$ cat src/rtl/fifo_stream_reader.sv
// Read-side engine for the async FIFO: issues rd_en, absorbs the 1-cycle read latency in a
// 2-entry skid buffer and presents words on a valid/ready stream with a delivered-word count.
module fifo_stream_reader #(
    parameter int unsigned DATA_W = 8,
    parameter int unsigned CNT_W  = 16
) (
    input  logic              clk_r,
    input  logic              reset,
    input  logic              en,
    input  logic              underflow,
    input  logic [DATA_W-1:0] data_r,
    output logic              rd_en,
    output logic [DATA_W-1:0] data_o,
    output logic              valid_o,
    input  logic              ready_i,
    output logic              busy,
    output logic [CNT_W-1:0]  word_cnt
);

    typedef enum logic [1:0] {StIdle, StRun, StDrain} state_e;

    state_e            state_q, state_d;
    logic [1:0]        occ_q;
    logic              inflight_q;
    logic [DATA_W-1:0] head_q, head_d;
    logic [DATA_W-1:0] tail_q, tail_d;
    logic [CNT_W-1:0]  cnt_q;
    logic              pop;
    logic [1:0]        credit;
    logic [1:0]        tail_idx;

    assign valid_o = !reset && (occ_q != 2'd0);
    assign pop     = valid_o && ready_i;
    // occ + inflight never exceeds 2, so 2-bit arithmetic cannot wrap.
    assign credit  = occ_q + {1'b0, inflight_q} - {1'b0, pop};

    // State register
    always_ff @(posedge clk_r) begin
        if (reset) begin
            state_q <= StIdle;
        end else begin
            state_q <= state_d;
        end
    end

    // Next-state logic
    always_comb begin
        state_d = state_q;
        unique case (state_q)
            StIdle:  if (en) state_d = StRun;
            StRun:   if (!en) state_d = StDrain;
            StDrain: begin
                if (en) begin
                    state_d = StRun;
                end else if (credit == 2'd0) begin
                    state_d = StIdle;
                end
            end
            default: state_d = StIdle;
        endcase
    end

    // Outputs; gated by reset so nothing leaks while reset is held
    always_comb begin
        rd_en    = !reset && (state_q == StRun) && en && !underflow && (credit < 2'd2);
        busy     = !reset && (state_q != StIdle);
        data_o   = reset ? '0 : head_q;
        word_cnt = reset ? '0 : cnt_q;
    end

    // Skid buffer: pop shifts tail into head, capture lands in the first free slot after pop
    always_comb begin
        head_d   = head_q;
        tail_d   = tail_q;
        tail_idx = occ_q - {1'b0, pop};
        if (pop) begin
            head_d = tail_q;
        end
        if (inflight_q) begin
            if (tail_idx == 2'd0) begin
                head_d = data_r;
            end else begin
                tail_d = data_r;
            end
        end
    end

    always_ff @(posedge clk_r) begin
        if (reset) begin
            occ_q      <= 2'd0;
            inflight_q <= 1'b0;
            head_q     <= '0;
            tail_q     <= '0;
            cnt_q      <= '0;
        end else begin
            occ_q      <= credit;
            inflight_q <= rd_en;
            head_q     <= head_d;
            tail_q     <= tail_d;
            if (pop) begin
                cnt_q <= cnt_q + CNT_W'(1);
            end
        end
    end

endmodule

$ cat config.mk
export PLATFORM = sky130hd
export DESIGN_NAME = fifo_stream_reader
export DESIGN_NICKNAME = d
export VERILOG_FILES = /design/src/rtl/fifo_stream_reader.sv
export SDC_FILE = /design/constraint.sdc
export NUM_CORES = 1
export LEC_CHECK = 0
export BUFFER_PORTS_ARGS = -buffer_cell sky130_fd_sc_hd__buf_4
export CAP_MARGIN = 20
export CORE_MARGIN = 3
export CORE_UTILIZATION = 40
export CTS_CLUSTER_SIZE = 20
export DETAILED_ROUTE_END_ITERATION = 12
export PLACE_DENSITY_LB_ADDON = 0.3
export SLEW_MARGIN = 20
export SYNTH_ARGS = -nofsm -noshare
export SYNTH_HDL_FRONTEND = slang
export SYNTH_SLANG_ARGS = --single-unit
$ cat constraint.sdc
create_clock -name clk_r -period 5.8 [get_ports clk_r]
set_input_delay 0.87 -clock clk_r [delete_from_list [all_inputs] [get_ports clk_r]]
set_output_delay 0.87 -clock clk_r [all_outputs]
set_load 0.01 [all_outputs]
==> run_results.csv <==
group,metric,value,unit
layout,nets,265,
synth,ys_ff_latch,37,
floorplan,chipWidth,72.9,um
global_routing,antenna_found_initial,0,
clock_network,cts_buffer_depth,2,
outcome,status,"finished, final reports clean",
setup_path,worstRegToRegCells,9,
timing,drv_slew,0,
setup_path,startpoint_type,"input port",
layout,layout-drive-gt1-share,22.1,%
power_and_ir_drop,p_int,0.364,mW
synth,async_reset_ff_share,0,%
setup_path,slowest_delay,0.45,ns
clock_network,cts_tree,"done",
floorplan,initial_core_util,42.9,%
synth,synth-seq-area-share,41.3,%
clock_network,ctsHtreeMaxLevel,2,
placement,dpl.hpwl,2600,um
setup_path,critPathMaxFanout,61,
synth,ys_types,35,
synth,synth_fp_nets,231,
detailed_routing,drtIter0Drc,96,
synth,synthCells,215,
synth,synth-edff-count,0,
detailed_routing,dr.pass1.iters,4,
synth,syn_avg_cell_area,8.33,sq um
timing,clock.fmax,250,MHz
layout,fin_cells,299,
global_routing,grt_use_total,15.7,%
power_and_ir_drop,power_frac_seq,54.8,%
worst_hold_path,whs_path_depth,1,
clock_network,cts_setup_buffers,0,
setup_path,r2r_start,"occ_q[1]",
setup_path,worstPathRequired,4.93,ns
setup_path,cp_slowest_cell,"buf_4",
floorplan,design.core.area,0.00417,sq mm
clock_network,clock_latency,0.29,ns
layout,antennaDiodeCount,0,
power_and_ir_drop,power_density,217,mW/mm^2
power_and_ir_drop,switching_share,23.0,%
setup_path,arrival,3.14,ns
floorplan,die_h,72.9,um
power_and_ir_drop,p_clk_share,38.0,%
global_routing,grt_pass1_vias,1473,
detailed_routing,viasPerCell,5.28,
placement,gp_congestion,0.807,
worst_hold_path,min-delay-start,"state_q[1]",
power_and_ir_drop,p_sw,0.109,mW
power_and_ir_drop,peakVddDrop,145,uV
clock_network,clock-root-buffer,"clkbuf_8",
timing,setup_tns,0,ns
global_routing,grt.overflow.total,0,
synth,syn_area,0.00179,sq mm
setup_path,startpoint,"reset",
detailed_routing,wl_per_cell,12.7,um
setup_path,path_cells,"buf_4, nand2b_4, nor2_2, ha_1, inv_1, ha_1, xnor2_1, xnor2_1, nor4_1, buf_4",
timing,worst_slew_margin_rel,57.6,%
timing,min_period_over_period,69.1,%
timing,post-route-min-period,4.01,ns
placement,port_buffers,39,
floorplan,fp-row-count,23,
timing,worst_slack,1.79,ns
clock_network,numCtsBuffers,5,
timing,whs,0.468,ns
timing,hold_viol,0,
global_routing,grt_max_degree,62,
clock_network,cts_resized,0,
placement,place_ws,1.78,ns
detailed_routing,remaining_drc_errors,0,
power_and_ir_drop,total_power,0.473,mW
floorplan,io_pins,40,
setup_path,cp-end-kind,"output port",
power_and_ir_drop,comb_power_share,7.1,%
clock_network,clk_pin_slew,0.07,ns
detailed_routing,antenna_left,0,
timing,fin_skew,0.00423,ns
timing,grt_setup_unrepaired,"no",
global_routing,grt_pass1_wl,6530,um
detailed_routing,vias,1579,
setup_path,critical_path_class,"in2out",
run,cap_violations,0,
clock_network,postCtsHoldBufs,0,
worst_hold_path,hold_path_class,"reg2reg",
timing,setup_viol,0,
floorplan,die_area,0.00532,sq mm
detailed_routing,drt-total-wl,3780,um
synth,synth_warnings,0,
layout,syn2layout_area_growth,21.4,%
clock_network,clock-sinks,37,
power_and_ir_drop,p_leak,0.823,nW
synth,synthFlopType,"dfxtp_1",
placement,dp.cells,292,
timing,worstMarginPinSlew,0.636,ns
==> placed cells by master, fill, tap and decap left out, drive strengths merged <==
| cell type | n |
|---|---|
| nor4 | 5 |
| and3 | 1 |
| inv | 2 |
| xor2 | 1 |
| a211oi | 1 |
| nand3 | 12 |
| o21ai | 21 |
| or3 | 5 |
| and4 | 1 |
| clkbuf | 7 |
| o31ai | 1 |
| dfxtp | 37 |
| nand2b | 3 |
| mux2 | 6 |
| nor2 | 25 |
| xnor2 | 7 |
| ha | 3 |
| nor3 | 4 |
| nand4 | 2 |
| a21oi | 13 |
| a211o | 1 |
| a21o | 1 |
| nor3b | 2 |
| nor4b | 1 |
| buf | 39 |
| clkinv | 1 |
| nand2 | 13 |
| a311oi | 8 |
| nor2b | 26 |
==> cells in the mapped netlist (all sizes together), types with 2 or more instances <==
master,instances,area share (%)
or3,5,2.0
a311oi,8,3.9
a21oi,13,3.6
nor3b,2,0.84
mux2,6,3.8
clkbuf,4,0.91
nand4,2,0.70
nor2,25,5.5
xnor2,7,3.4
nor3,4,1.1
nand3,12,3.4
buf,8,2.3
nand2,13,2.7
nand2b,3,1.5
nor2b,26,9.1
ha,3,2.1
nor4,5,1.7
inv,2,0.42
o21ai,21,5.9
dfxtp,37,41
==> power groups by stage <==
stage                     Combinational [mW]  Clock (mW)  Sequential (mW)
after floorplan                       0.0212           0            0.264
after global placement                0.0335           0            0.265
after detailed placement              0.0336           0            0.265
after CTS                             0.0339       0.187            0.260
after global routing                  0.0379       0.196            0.260
final                                 0.0337       0.180            0.260
==> path summary, 6_finish.rpt <==
kind | to | slack [ns]
worst max-delay path | rd_en | 1.79
worst min-delay path | state_q[0] | 0.47
worst max register to register | state_q[1] | 3.32
worst min register to register | state_q[0] | 0.47
==> layer usage <==
layer	vias up	GRT usage [%]	share of wire (%)
li1	817	-	-
met1	709	20.5	46
met2	51	24.5	47
met3	2	4.96	5.9
met4	0	4.92	0.50
met5	-	0	0
==> registers in the layout (all words and copies together) (netlist names) <==
signal	flops
occ_q	2
tail_q	8
inflight_q	1
state_q	2
cnt_q	16
head_q	8
==> layout make-up <==
| cell class | instances | area (sq um) |
|---|---|---|
| repair buffers | 39 | 293 |
| clock buffers | 7 | 86.3 |
| well taps | 50 | 62.6 |
| fillers | 408 | 2000 |
| flip-flops and latches | 37 | 741 |
| inverters | 3 | 11.3 |
| multi-input cells | 163 | 982 |
==> worst max-delay path, delay by kind of cell <==
family | cells | cell delay [ns]
AND/OR/NAND/NOR | 3 | 0.78
XOR/XNOR | 2 | 0.31
buffers and inverters | 3 | 0.65
adder cells (fa/ha/maj) | 2 | 0.51
==> cells by family (layout without fill, tap and decap cells) <==
| group | Yosys count | in the layout | share of synthesized area [%] |
|---|---|---|---|
| multiplexers | 6 | 6 | 3.77 |
| AO/OA/AOI/OAI | 46 | 46 | 15.2 |
| flip-flops | 37 | 37 | 41.3 |
| adder cells (fa/ha/maj) | 3 | 3 | 2.10 |
| AND/OR/NAND/NOR | 100 | 100 | 29.9 |
| XOR/XNOR | 8 | 8 | 3.91 |
| buffers and inverters | 15 | 49 | 3.84 |
==> metrics by stage <==
step | utilization [%] | instance area [sq um]
after floorplan | - | 1790
after global placement | 50.1 | 2090
after detailed placement | 50.1 | 2090
after CTS | 52.1 | 2180
after global routing | 52.1 | 2180
final | 52.1 | 2180
Power figures use the tool's default switching activity.
